File: src/rtl/ld_down_counter.sv
// Loadable binary down counter with an active-high borrow chain and a registered terminal-count pulse.
// Define LD_DOWN_COUNTER_AUTORELOAD_EN to make an underflow reload from the last loaded value instead of wrapping.
module ld_down_counter #(
   parameter int unsigned WIDTH     = 4,
   parameter logic [31:0] RESET_VAL = '0
) (
   input  logic             CK,
   input  logic             CDN,
   input  logic             SP,
   input  logic             SD,
   input  logic [WIDTH-1:0] D,
   input  logic             BI,
   output logic [WIDTH-1:0] Q,
   output logic             BO,
   output logic             TC
);

   localparam logic [WIDTH-1:0] RST_Q = RESET_VAL[WIDTH-1:0];

   logic [WIDTH-1:0] q_q, q_d;
   logic             tc_q, tc_d;
   logic             zero;
`ifdef LD_DOWN_COUNTER_AUTORELOAD_EN
   logic [WIDTH-1:0] rld_q, rld_d;
`endif

   assign zero = (q_q == '0);
   assign BO   = BI & zero;
   assign Q    = q_q;
   assign TC   = tc_q;

   // Every legal {SP,SD,BI} pattern is listed so that an unknown control falls to the X default.
   always_comb begin
      q_d  = q_q;
      tc_d = 1'b0;
`ifdef LD_DOWN_COUNTER_AUTORELOAD_EN
      rld_d = rld_q;
`endif
      case ({SP, SD, BI})
         3'b000, 3'b001, 3'b010, 3'b011, 3'b100: begin
            q_d  = q_q;
            tc_d = 1'b0;
         end
         3'b110, 3'b111: begin
            q_d = D;
`ifdef LD_DOWN_COUNTER_AUTORELOAD_EN
            rld_d = D;
`endif
         end
         3'b101: begin
            q_d  = q_q - WIDTH'(1);
            tc_d = zero;
`ifdef LD_DOWN_COUNTER_AUTORELOAD_EN
            if (zero) q_d = rld_q;
`endif
         end
         default: begin
            q_d  = 'x;
            tc_d = 1'bx;
`ifdef LD_DOWN_COUNTER_AUTORELOAD_EN
            rld_d = 'x;
`endif
         end
      endcase
   end

   always_ff @(posedge CK or negedge CDN) begin
      if (!CDN) begin
         q_q  <= RST_Q;
         tc_q <= 1'b0;
`ifdef LD_DOWN_COUNTER_AUTORELOAD_EN
         rld_q <= RST_Q;
`endif
      end else begin
         q_q  <= q_d;
         tc_q <= tc_d;
`ifdef LD_DOWN_COUNTER_AUTORELOAD_EN
         rld_q <= rld_d;
`endif
      end
   end

endmodule

File: config.mk
export PLATFORM = sky130hd
export DESIGN_NAME = ld_down_counter
export DESIGN_NICKNAME = d
export VERILOG_FILES = /design/src/rtl/ld_down_counter.sv
export SDC_FILE = /design/constraint.sdc
export NUM_CORES = 1
export LEC_CHECK = 0
export ABC_CLOCK_PERIOD_IN_PS = 3700
export CAP_MARGIN = 20
export CORE_AREA = 2 2 39 41
export CTS_CLUSTER_SIZE = 8
export DETAILED_ROUTE_END_ITERATION = 8
export DIE_AREA = 0 0 41 43
export GPL_TIMING_DRIVEN = 0
export PLACE_DENSITY = 0.52
export SKIP_CTS_REPAIR_TIMING = 1
export SLEW_MARGIN = 20
export SYNTH_ARGS = -nofsm -noshare
export SYNTH_HDL_FRONTEND = slang
export SYNTH_SLANG_ARGS = --single-unit
File: constraint.sdc
create_clock -name CK -period 3.7 [get_ports CK]
set_input_delay 0.74 -clock CK [delete_from_list [all_inputs] [get_ports CK]]
set_output_delay 0.74 -clock CK [all_outputs]
set_load 0.03 [all_outputs]
==> impl_summary.txt <==
----------------------------------------------------
[Run status]
  Status ... finished, final reports clean

[Layout]
  Top library cells by usage in the layout, fill and taps aside ... sky130_fd_sc_hd__clkdlybuf4s50_1 (13), sky130_fd_sc_hd__dfrtp_1 (5)
  Most common library cell in the layout ignoring fill and taps ... sky130_fd_sc_hd__clkdlybuf4s50_1
  Fraction of final layout cells with drive strength greater than 1 ... 0.122
  Finished Layout Cells ... 65
  Number of diodes ... 0
  Number of nets in the final layout ... 61
  Area added between synthesis and finish ... 56.4%

[CTS]
  TritonCTS clock tree ... yes
  Number of sinks on the clock net ... 5
  Root Buffer ... sky130_fd_sc_hd__clkbuf_4
  Number of clock buffers inserted by TritonCTS ... 3
  H-Tree Depth ... 1
  Clk buf depth ... 2
  Later-pin clock latency in the skew report ... 0.25 ns
  CTS clock-pin slew for the worst setup and hold paths ... 0.04 ns

[Logic synthesis]
  Area share of the largest cell type after synthesis ... 0.400
  Number of distinct standard cells referenced by the synthesized netlist ... 18
  Fraction of synthesis flops using an asynchronous set or reset pin ... 1.00
  Post-Syn Nets ... 43
  Portion of netlist area occupied by mux cells ... 0.0320
  Mapped Area ... 313 µm²
  Dominant combinational cell family by area after synthesis ... simple AND/OR/NAND/NOR gates
  Biggest area consumer among synthesized cells ... sky130_fd_sc_hd__dfrtp_1
  Sequential element share of the synthesized area ... 0.400
  Syn Area/Cell ... 9.78 µm²
  Simple-gate share of the synthesized area ... 0.232
  Parity-gate share of the synthesized area counting xor and xnor cells ... 0
  Count of flip-flops with a built-in enable after synthesis ... 0
  Share of the synthesized area in compound gates (AO/OA/AOI/OAI) ... 0.208
  Instance count of the mapped netlist ... 32
  Leading post-synthesis cells by cell area ... sky130_fd_sc_hd__dfrtp_1 (40%), sky130_fd_sc_hd__ha_1 (8.0%), sky130_fd_sc_hd__nor4b_4 (7.6%)
  Commonest register cell after synthesis ... sky130_fd_sc_hd__dfrtp_1
  Total of flip-flops plus latches after synthesis ... 5
  Area share of fa/ha/maj cells after synthesis ... 0.0800
  Total number of yosys warnings ... 0

[Power]
  Maximum ir drop on the vdd rail ... 152 µV
  Leak ... 0.210 nW
  Power density cells ... 434 nW/µm²
  Power consumption ... 0.000212 W

[Worst setup path]
  Largest fanout on the critical path ... 8
  Kind of start point of the critical path ... primary input
  Terminus of the critical flop-to-flop path ... Q[2]
  Worst-case reg-to-reg path depth ... 5
  Endpoint type of the worst setup path ... primary output
  Highest cell delay on the worst timing path ... 0.67 ns
  Reg2reg start ... Q[0]
  Cell mode on critical path ... sky130_fd_sc_hd__clkdlybuf4s50_1
  Buffering stage count on the worst path with inverters included ... 2
  Data required, critical path ... 2.96 ns
  Type of the worst setup path ... primary input to primary output
  Slowest cell on crit path ... sky130_fd_sc_hd__clkdlybuf4s50_1
  Reg-to-reg setup timing slack ... 2.39 ns
  Data arrival time of the critical path ... 2.33 ns
  Family with the most delay on the worst path ... buffers and inverters
  Cell chain of the critical path ... clkdlybuf4s50_1 -> and4bb_2 -> clkdlybuf4s50_1

[GRT]
  Initial antenna violation count ... 0
  Via count of the first global-routing pass ... 287
  Global-route congestion overflow total ... 0
  First-pass GRT wire length ... 1300 µm
  Global routing usage summed across all routing layers ... 0.117
  Largest net degree at the start of global routing ... 11

[Floorplan]
  Die Wd ... 41 µm
  Area of the core ... 1380 µm²
  I/O pin count ... 15
  Die H ... 43 µm
  Number of cell rows ... 14
  Starting density of the core ... 0.226
  Die Area ... 1760 µm²

[Timing]
  Worst Tran Pin Value ... 0.400 ns
  Final min period ... 3.07 ns
  # setup viols final ... 0
  Number of pins with negative max-slew slack in the final report ... 0
  Setup skew after layout ... 0.00635 ns
  Post-route setup TNS ... 0 ns
  RSZ-0062 raised after global routing ... no
  Final Hold Violating Endpoints ... 0
  Highest clock frequency the design can meet ... 0.326 GHz
  Post-route fraction of the period consumed by the critical path ... 0.830
  Worst slew margin ... 0.733

[Worst hold path]
  Hold Crit Depth ... 2
  Launch instance of the worst min-delay path ... Q[1]
  Hold crit path type ... register to register
  Hold Path End ... Q[1]

[Detailed routing]
  TritonRoute pass-1 iters ... 2
  Post-DR wirelength/cell ... 13.7 µm
  Total DRC errors in the routed layout ... 0
  Drt first-iter violations ... 4
  Vias post-DR ... 306
  Detailed Route WL ... 891 µm
  Post-detailed-route count of antenna-violating nets ... 0
  Routed vias/inst ... 4.71

[Placement]
  Number of input and output port buffers inserted ... 13
  Routability congestion estimate ... 0.698
  Post-detail-place hpwl ... 652 µm
  Count of placed standard cells including taps ... 61

[Flow run]
  Max Cap Violations ... 0

----------------------------------------------------
==> registers in the layout, indices dropped and copies added (netlist names) <==
name / cells
TC: 1
Q: 4
==> synth_stat cells, types with 2 or more instances <==
| cell | count |
|---|---|
| sky130_fd_sc_hd__dfrtp_1 | 5 |
| sky130_fd_sc_hd__a21oi_1 | 3 |
| sky130_fd_sc_hd__inv_1 | 3 |
| sky130_fd_sc_hd__o21ai_0 | 3 |
| sky130_fd_sc_hd__o22ai_1 | 3 |
| sky130_fd_sc_hd__ha_1 | 2 |
| sky130_fd_sc_hd__nand2_1 | 2 |
==> final cells by class <==
cell class                      count  area, µm²
Tap cell                           16       20.0
Timing Repair Buffer               13        130
Fill cell                         150        895
Clock buffer                        4       26.3
Multi-Input combinational cell     23        173
Buffer                              1       3.75
Sequential cell                     5        125
Inverter                            3       11.3
==> cell families after synthesis <==
logic type                 Yosys count
DFF                                  5
buffers and inverters                4
adders and majority gates            2
and+or+nand+nor                      9
AOI/OAI and AO/OA                   11
muxes                                1
==> worst min-delay path, delay by kind of cell (launching register included) <==
family / cells / cell delay (ns)
buf+inv: 1 / 0.12
flops: 1 / 0.42
compound gates: 1 / 0.07
==> per-stage QoR <==
stage / hold slack [ns] / instance area (µm²) / setup slack [ns] / util
floorplan: 0.444 / 313 / 1.78 / -
global placement: 0.647 / 463 / 0.648 / 0.335
detailed placement: 0.649 / 463 / 0.642 / 0.335
CTS: 0.658 / 489 / 0.646 / 0.354
global route: 0.708 / 489 / 0.592 / 0.354
finish: 0.664 / 489 / 0.629 / 0.354
==> power by group <==
group          switching [W]  internal (W)   total, W
clock network      0.0000246     0.0000409  0.0000655
registers          0.0000140     0.0000624  0.0000764
logic              0.0000367     0.0000338  0.0000704
total              0.0000753      0.000137   0.000212
==> layer usage <==
layer  up-vias  global-route usage  wire length, µm
met5         -                   0                0
met4         0              0.0600                0
met3         0              0.0628               18
met2         5               0.156              462
met1       149               0.146              410
li1        152                   -                -
==> how the worst max path moves through the flow <==
stage               from  to  cells past startpoint
finish                BI  BO                      3
global route          BI  BO                      3
CTS                   BI  BO                      3
detailed placement    BI  BO                      3
global placement      BI  BO                      3
floorplan           Q[0]  BO                      3
Note: power is estimated with default switching activity, not from simulation.
